## src/rtl/cmd_rx_capture.sv

```systemverilog
// GMII receive capture for command frames: strips preamble/SFD, filters on EtherType,
// checks FCS and writes frames into a two-bank RX memory published via valid/ack.
module cmd_rx_capture #(
  parameter logic [15:0] ETHERTYPE  = 16'h88B5,
  parameter int unsigned MIN_LEN    = 64,
  parameter int unsigned BANK_WORDS = 1024
) (
  input  logic        clk,
  input  logic        reset,
  input  logic        rx_dv,
  input  logic        rx_er,
  input  logic [7:0]  rxd,
  output logic        mem_we,
  output logic [10:0] mem_ad,
  output logic [8:0]  mem_din,
  output logic        frm_valid,
  output logic        frm_bank,
  output logic [10:0] frm_len,
  input  logic        frm_ack,
  output logic [15:0] crc_err_cnt,
  output logic [15:0] busy_drop_cnt
);

  typedef enum logic [1:0] {IDLE, PREAMBLE, DATA, DROP} state_t;

  localparam logic [31:0] CRC_RESIDUE = 32'hDEBB20E3;

  state_t      state, state_n;
  logic [10:0] idx, idx_n;
  logic [31:0] crc, crc_n;
  logic        et_hi_ok, et_hi_ok_n;
  logic        wr, publish, crc_inc, busy_inc;
  logic        wr_bank, rd_bank;
  logic [1:0]  full;
  logic [10:0] len [2];

  function automatic logic [31:0] crc_byte(input logic [31:0] c, input logic [7:0] d);
    logic [31:0] r;
    r = c;
    for (int unsigned i = 0; i < 8; i++)
      r = (r >> 1) ^ (((r[0] ^ d[i]) == 1'b1) ? 32'hEDB88320 : '0);
    return r;
  endfunction

  always_comb begin
    state_n    = state;
    idx_n      = idx;
    crc_n      = crc;
    et_hi_ok_n = et_hi_ok;
    wr         = 1'b0;
    publish    = 1'b0;
    crc_inc    = 1'b0;
    busy_inc   = 1'b0;
    case (state)
      IDLE: if (rx_dv) state_n = (rxd == 8'h55) ? PREAMBLE : DROP;
      PREAMBLE: begin
        if (!rx_dv) state_n = IDLE;
        else if (rxd == 8'hD5) begin
          if (full[wr_bank]) begin
            state_n  = DROP;
            busy_inc = 1'b1;
          end else begin
            state_n = DATA;
            idx_n   = '0;
            crc_n   = '1;
          end
        end else if (rxd != 8'h55) state_n = IDLE;
      end
      DATA: begin
        if (!rx_dv) begin
          state_n = IDLE;
          if (idx >= 11'(MIN_LEN) && crc == CRC_RESIDUE) publish = 1'b1;
          else crc_inc = 1'b1;
        end else if (rx_er || idx == 11'(BANK_WORDS)) begin
          state_n = DROP;
          crc_inc = 1'b1;
        end else begin
          wr    = 1'b1;
          idx_n = idx + 11'd1;
          crc_n = crc_byte(crc, rxd);
          if (idx == 11'd12) et_hi_ok_n = (rxd == ETHERTYPE[15:8]);
          // Both EtherType bytes are written; the frame is abandoned only after byte 13.
          if (idx == 11'd13 && !(et_hi_ok && rxd == ETHERTYPE[7:0])) state_n = DROP;
        end
      end
      DROP: if (!rx_dv) state_n = IDLE;
      default: state_n = IDLE;
    endcase
  end

  always_ff @(posedge clk) begin
    if (reset) begin
      state         <= IDLE;
      idx           <= '0;
      crc           <= '1;
      et_hi_ok      <= 1'b0;
      mem_we        <= 1'b0;
      mem_ad        <= '0;
      mem_din       <= '0;
      wr_bank       <= 1'b0;
      rd_bank       <= 1'b0;
      full          <= '0;
      len[0]        <= '0;
      len[1]        <= '0;
      crc_err_cnt   <= '0;
      busy_drop_cnt <= '0;
    end else begin
      state    <= state_n;
      idx      <= idx_n;
      crc      <= crc_n;
      et_hi_ok <= et_hi_ok_n;
      mem_we   <= wr;
      if (wr) begin
        mem_ad  <= {wr_bank, idx[9:0]};
        mem_din <= {idx == 11'd0, rxd};
      end
      // Publish and release always target different banks, so both may apply together.
      if (publish) begin
        full[wr_bank] <= 1'b1;
        len[wr_bank]  <= idx - 11'd4;
        wr_bank       <= ~wr_bank;
      end
      if (frm_ack && full[rd_bank]) begin
        full[rd_bank] <= 1'b0;
        rd_bank       <= ~rd_bank;
      end
      if (crc_inc && crc_err_cnt != '1) crc_err_cnt <= crc_err_cnt + 16'd1;
      if (busy_inc && busy_drop_cnt != '1) busy_drop_cnt <= busy_drop_cnt + 16'd1;
    end
  end

  assign frm_valid = full[rd_bank];
  assign frm_bank  = rd_bank;
  assign frm_len   = len[rd_bank];

endmodule

```

## config.mk

```make
export PLATFORM = sky130hd
export DESIGN_NAME = cmd_rx_capture
export DESIGN_NICKNAME = d
export VERILOG_FILES = /design/src/rtl/cmd_rx_capture.sv
export SDC_FILE = /design/constraint.sdc
export NUM_CORES = 1
export LEC_CHECK = 0
export CAP_MARGIN = 20
export CORE_MARGIN = 4
export CORE_UTILIZATION = 50
export CTS_CLUSTER_DIAMETER = 60
export DETAILED_ROUTE_END_ITERATION = 7
export HOLD_SLACK_MARGIN = 0.12
export MAX_ROUTING_LAYER = met4
export PLACE_DENSITY = 0.83
export SLEW_MARGIN = 20
export SYNTH_ARGS = -nofsm -noshare
export SYNTH_HDL_FRONTEND = slang
export SYNTH_SLANG_ARGS = --single-unit
```

## constraint.sdc

```tcl
create_clock -name clk -period 6.14 [get_ports clk]
set_clock_uncertainty 0.15 [all_clocks]
set_input_delay 0.614 -clock clk [delete_from_list [all_inputs] [get_ports clk]]
set_output_delay 0.614 -clock clk [all_outputs]
set_load 0.005 [all_outputs]
```

==> results of run 1 <==
per-stage QoR:
step,power [µW],instance area (µm²),util [%],hold slack (ns),std cells
2_1_floorplan,1010,6360,-,0.309,678
3_3_place_gp,1060,7220,59.2,0.320,893
5_1_grt,2150,7840,64.2,0.389,925
4_1_cts,2090,7840,64.2,0.345,925
6_report,2090,7840,64.2,0.341,925
3_5_place_dp,1070,7220,59.2,0.332,893
final cells by class:
cell class / count / area, µm² / share of cell area, %
Clock inverter: 13 / 151 / 1.93
Inverter: 7 / 26.3 / 0.335
Clock buffer: 19 / 464 / 5.92
Timing Repair Buffer: 83 / 813 / 10.4
Tap cell: 168 / 210 / 2.68
Sequential cell: 126 / 2740 / 35.0
Multi-Input combinational cell: 509 / 3430 / 43.8
report_power, final:
part	internal [µW]	total, µW	switching, µW
logic	85.7	189	103
registers	854	863	9.17
clock network	640	1040	395
kinds of logic (layout without fill, tap and decap cells):
logic type                 Yosys count  count (layout)  share of synthesized area (%)
AOI/OAI and AO/OA                   65              65                           6.89
xor gates and xnor gates           111             111                           16.3
adders and majority gates            8               8                           1.57
buffers and inverters               43             122                           2.91
DFF                                126             126                           43.1
muxes                               33              33                           5.49
and+or+nand+nor                    292             292                           23.7
final timing paths:
check             from        end  cells past startpoint  slack (ns)
max              rx_dv  len[1][4]                      6        2.58
min          mem_ad[1]  mem_ad[1]                      2        0.34
max reg2reg     crc[7]  len[1][4]                      5        2.63
min reg2reg  mem_ad[1]  mem_ad[1]                      2        0.34
sequential cells by signal, summed over array words and instances, names as in the netlist, named ones only:
name	count
mem_ad	11
wr_bank	1
mem_we	1
len	22
et_hi_ok	1
idx	11
busy_drop_cnt	16
full	2
mem_din	9
crc_err_cnt	16
state	2
frm_bank	1
crc	32
synthesized netlist by cell type, drive strengths merged, types with 10 or more instances:
library cell and number:
nor2 125, nor3 29, xnor2 79, and3 11
nor4 11, a21oi 15, nand3 22, clkbuf 26
nand2 28, dfxtp 104, edfxtp 22, nand4 12
o21bai 13, xor2 32, mux2i 18, nand2b 12
mux2 15, buf 10
routing by layer:
layer	GRT usage [%]	vias to the layer above	wire length [µm]
met5	-	-	0
met4	11.4	0	435
met3	4.77	36	851
met2	37.6	194	7780
met1	27.0	2485	6640
li1	-	2483	-
critical path: stages:
cell and delay [ns]:
sky130_fd_sc_hd__clkdlybuf4s50_1 0.46, sky130_fd_sc_hd__nor4bb_1 0.30, sky130_fd_sc_hd__nand4_1 0.19, sky130_fd_sc_hd__a2111oi_4 0.81
sky130_fd_sc_hd__nand2_2 0.22, sky130_fd_sc_hd__o21bai_1 0.86
==> qor.json, run 1 <==
{
  "port-buffer-count": 78,
  "status": "finished clean",
  "grt_first_pass_wirelength_um": 25800,
  "initial_core_util_pct": 52.0,
  "total_setup_violations_reported_at_the_end_of_the_flow": 0,
  "timing.final.crit_period_ns": 3.56,
  "setup.worst_path.start_class": "input port",
  "critPathArrivalTime_ns": 3.46,
  "netlist_top_cells_area": "sky130_fd_sc_hd__dfxtp_1 (33%), sky130_fd_sc_hd__edfxtp_1 (10%), sky130_fd_sc_hd__xnor2_1 (10%), sky130_fd_sc_hd__nor2_1 (7.4%), sky130_fd_sc_hd__xor2_1 (4.1%)",
  "tritoncts": "yes",
  "setup.worst_path.class": "input port to flip-flop",
  "syn_area_per_cell_um2": 9.37,
  "yosysWarningCount": 0,
  "y_dimension_of_the_die_um": 121,
  "endpoint_kind": "flip-flop",
  "finalHoldViolations": 0,
  "setup_ws_post_layout_ns": 2.58,
  "max_slew.worst_pin.slew_ns": 1.03,
  "layout.cells.most_common": "sky130_fd_sc_hd__nor2_1",
  "drt-pass1-iter-count": 5,
  "peakVddDrop_mv": 0.194,
  "mostFrequentLayoutCells": "sky130_fd_sc_hd__nor2_1 (125), sky130_fd_sc_hd__dfxtp_1 (104), sky130_fd_sc_hd__clkdlybuf4s50_1 (77), sky130_fd_sc_hd__xnor2_1 (74), sky130_fd_sc_hd__xor2_1 (30)",
  "wirelength_um": 15700,
  "synth_flop_cell": "sky130_fd_sc_hd__dfxtp_1",
  "power_density_nw_per_um2": 266,
  "grt_pass1_vias": 5196,
  "count_of_inserted_antenna_diode_cells": 0,
  "cts.root.buffer_cell": "sky130_fd_sc_hd__clkbuf_16",
  "synthesis.instances": 678,
  "synth_area_leader_cell": "sky130_fd_sc_hd__dfxtp_1",
  "grt_setup_unrepaired": "no",
  "numClockSinks": 126,
  "core_box_area_um2": 12200,
  "num-fill-cells": 965,
  "path_max_fanout": 15,
  "grtUsageTotal_pct": 23.0,
  "global_route_total_overflow": 0,
  "synth_top_cell_area_share_pct": 32.8,
  "max_freq_ghz": 0.281,
  "finalSetupTns_ns": 0,
  "number_of_clock_buffers_inserted_by_tritoncts": 17,
  "synth_net_count": 699,
  "cts-htree-levels": 4,
  "clock_tree_buffer_depth": 2,
  "cts_hold_repair.buffers": 0,
  "post-dp-hpwl_um": 10900,
  "netlist_area_um2": 6360,
  "rows": 40,
  "cts.repair.resized": 0,
  "antenna_found_initial": 0,
  "worst_slew_margin_rel_pct": 31.5,
  "worst_setup_hold_path_clk_slew_ns": 0.06,
  "place_ws_ns": 2.16,
  "share_of_final_layout_standard_cells_stronger_than_drive_strength_1_pct": 9.91,
  "final_nets": 765,
  "die_w_um": 121,
  "fp.dieArea_um2": 14600,
  "vias_per_cell": 5.62,
  "synth-async-reset-ratio_pct": 0,
  "grt_max_degree": 52,
  "synth_edf_count": 22,
  "ios": 79,
  "synthDistinctLibCells": 57,
  "worst-endpoint-required_ns": 6.04,
  "period_share_pct": 58.0,
  "slew_viol_final": 0,
  "clk-insertion-delay-late_ns": 0.43,
  "routed-via-count": 5198,
  "p_leak_uw": 0.00295,
  "cts_post_setup_buffers_inserted": 0,
  "maxCapViolations": 0,
  "dr.first_iter.drc_count": 394,
  "ant_nets": 0,
  "gp_routability_congestion": 0.938,
  "worst_hold_path_type": "flip-flop to flip-flop",
  "postSynthRegisterBits": 126,
  "sequential_to_total_area_share_from_yosys_stat_pct": 43.1,
  "area_growth_syn_to_layout_pct": 23.3,
  "route.detailed.wl_per_inst_um": 17.0,
  "post-route-drc-count": 0
}
Power figures use the tool's default switching activity.
==> inputs of run 2 (changes only) <==
--- a/config.mk
+++ b/config.mk
@@ -12,7 +12,7 @@
 export DETAILED_ROUTE_END_ITERATION = 7
 export HOLD_SLACK_MARGIN = 0.12
 export MAX_ROUTING_LAYER = met4
-export PLACE_DENSITY = 0.83
+export PLACE_DENSITY = 0.86
 export SLEW_MARGIN = 20
 export SYNTH_ARGS = -nofsm -noshare
 export SYNTH_HDL_FRONTEND = slang
==> constraint.sdc (replaced) <==
create_clock -name clk -period 3.21 [get_ports clk]
set_clock_uncertainty 0.15 [all_clocks]
set_input_delay 0.321 -clock clk [delete_from_list [all_inputs] [get_ports clk]]
set_output_delay 0.321 -clock clk [all_outputs]
set_load 0.005 [all_outputs]
==> run 2 against run 1 <==
  * Worst hold slack worse by 0.053 ns
  * Global-route usage decreased by 0.26 points
  * Final area is 0.83% higher
  * Register-to-register slack got worse by 2.1 ns
  * Non-clock buffer count increased by 15
  * Sequential cell count is the same
  * Clock power is 75% higher
==> qor.json, run 2 (synthesized netlist as in run 1, its figures left out) <==
{
  "status": "finished clean",
  "worst_hold_path_type": "input port to flip-flop",
  "number_of_clock_buffers_inserted_by_tritoncts": 17,
  "grt_first_pass_wirelength_um": 25800,
  "num-fill-cells": 962,
  "gp_routability_congestion": 0.995,
  "multi_input_area_um2": 3430,
  "total_setup_violations_reported_at_the_end_of_the_flow": 0,
  "crit_path_start": "idx[2]",
  "r2r_start": "idx[2]",
  "largest_reg_flops": 32,
  "global_route_total_overflow": 0,
  "clock_tree_buffer_depth": 2,
  "cts_hold_repair.buffers": 0,
  "grt_setup_unrepaired": "no",
  "share_of_final_layout_standard_cells_stronger_than_drive_strength_1_pct": 11.3,
  "worst_slew_margin_rel_pct": 48.3,
  "dr.first_iter.drc_count": 488,
  "final_nets": 780,
  "max_slew.worst_pin.slew_ns": 0.770,
  "placement.cell_area_um2": 7350,
  "p_leak_uw": 0.00300,
  "vias_per_cell": 5.60,
  "r2r_end": "crc_err_cnt[15]",
  "finalHoldViolations": 0,
  "port-buffer-count": 78,
  "initial_core_util_pct": 52.0,
  "mostFrequentLayoutCells": "sky130_fd_sc_hd__nor2_1 (125), sky130_fd_sc_hd__dfxtp_1 (104), sky130_fd_sc_hd__clkdlybuf4s50_1 (77), sky130_fd_sc_hd__xnor2_1 (74), sky130_fd_sc_hd__xor2_1 (30)",
  "crit_path_to": "crc_err_cnt[15]",
  "post-dp-hpwl_um": 10900,
  "endpoint_kind": "flip-flop",
  "ant_nets": 0,
  "count_of_inserted_antenna_diode_cells": 0,
  "postLayoutCellArea_um2": 7910,
  "post-route-drc-count": 0,
  "max_freq_ghz": 0.374,
  "largestRegisters": "crc x32, len x22",
  "routed-via-count": 5267,
  "antenna_found_initial": 0,
  "rows": 40,
  "power_density_nw_per_um2": 488,
  "tritoncts": "yes",
  "peakVddDrop_mv": 0.258,
  "cts-htree-levels": 4,
  "cts.repair.resized": 0,
  "critPathArrivalTime_ns": 2.83,
  "maxCapViolations": 0,
  "ios": 79,
  "numClockSinks": 126,
  "finalSetupTns_ns": 0,
  "slew_viol_final": 0,
  "die_w_um": 121,
  "wirelength_um": 15600,
  "worst_setup_hold_path_clk_slew_ns": 0.06,
  "y_dimension_of_the_die_um": 121,
  "setup.worst_path.start_class": "flip-flop",
  "grt_max_degree": 41,
  "timing.final.crit_period_ns": 2.67,
  "clk-insertion-delay-late_ns": 0.42,
  "setup.worst_path.class": "flip-flop to flip-flop",
  "worst_r2r_path_depth": 8,
  "max_flop_register": "crc",
  "path_max_fanout": 11,
  "grt_pass1_vias": 5201,
  "period_share_pct": 83.3,
  "ff_latch_area_um2": 2740,
  "route.detailed.wl_per_inst_um": 16.6,
  "area_growth_syn_to_layout_pct": 24.4,
  "drt-pass1-iter-count": 5,
  "cts.root.buffer_cell": "sky130_fd_sc_hd__clkbuf_16",
  "layout.cells.most_common": "sky130_fd_sc_hd__nor2_1",
  "fp.dieArea_um2": 14600,
  "grtUsageTotal_pct": 22.7,
  "rrSetupSlack_ns": 0.54,
  "worst-endpoint-required_ns": 3.37,
  "core_box_area_um2": 12200,
  "cts_post_setup_buffers_inserted": 0
}
run 2: cell types whose count changed in the layout (fill, tap and decap cells not counted), moves of 2 or more:
cell	before	now
sky130_fd_sc_hd__clkinv_4	4	0
sky130_fd_sc_hd__buf_4	5	19
sky130_fd_sc_hd__clkbuf_1	0	2
sky130_fd_sc_hd__clkinv_2	1	7
sky130_fd_sc_hd__inv_6	3	1
run 2: layout make-up:
cell class / instances / share of cell area [%]
clock buffer: 19 / 5.48
clock inverter: 13 / 1.55
inverter: 7 / 0.332
multi-input combinational: 509 / 43.4
sequential: 126 / 34.7
tap: 168 / 2.66
timing repair buffer: 98 / 11.9
run 2: power breakdown:
part / switching [µW] / internal [µW] / total [µW] / leakage, µW
sequential: 17.5 / 1630 / 1650 / 0.00105
clock: 692 / 1130 / 1820 / 0.000274
combinational: 202 / 181 / 383 / 0.00168
total: 911 / 2940 / 3860 / 0.00300
run 2: critical path, cell delays in order (launching register included):
cell                      delay, ns
sky130_fd_sc_hd__dfxtp_1       0.47
sky130_fd_sc_hd__inv_1         0.19
sky130_fd_sc_hd__ha_1          0.27
sky130_fd_sc_hd__and4_1        0.20
sky130_fd_sc_hd__o31ai_1       0.50
sky130_fd_sc_hd__buf_4         0.29
sky130_fd_sc_hd__nor3_1        0.07
sky130_fd_sc_hd__nand3_1       0.10
sky130_fd_sc_hd__mux2_2        0.33
run 2: metrics by stage:
step	power [µW]	setup WS, ns	hold slack (ns)	utilization [%]	cells
finish	3860	0.535	0.287	64.7	940
global route	3980	0.321	0.321	64.7	940
CTS	3860	0.536	0.280	64.7	940
detailed placement	2060	0.314	0.339	60.2	908
global placement	2050	0.407	0.323	60.2	908
floorplan	1940	0.567	0.309	-	678
run 2: per-layer routing:
layer / part of all wire, % / wire, µm / global-route usage (%)
met5: 0 / 0 / -
met4: 1.6 / 252 / 7.08
met3: 5.3 / 834 / 5.24
met2: 49 / 7640 / 36.8
met1: 44 / 6860 / 28.4
run 2: worst min path at each step:
stage / start / to / slack (ns) / cells past startpoint
final: reset / crc_err_cnt[7] / 0.29 / 2
after global routing: reset / mem_ad[6] / 0.32 / 2
after CTS: reset / crc_err_cnt[7] / 0.28 / 2
after detailed placement: mem_ad[6] / mem_ad[6] / 0.34 / 2
after global placement: mem_ad[1] / mem_ad[1] / 0.32 / 2
after floorplan: idx[1] / idx[1] / 0.31 / 2
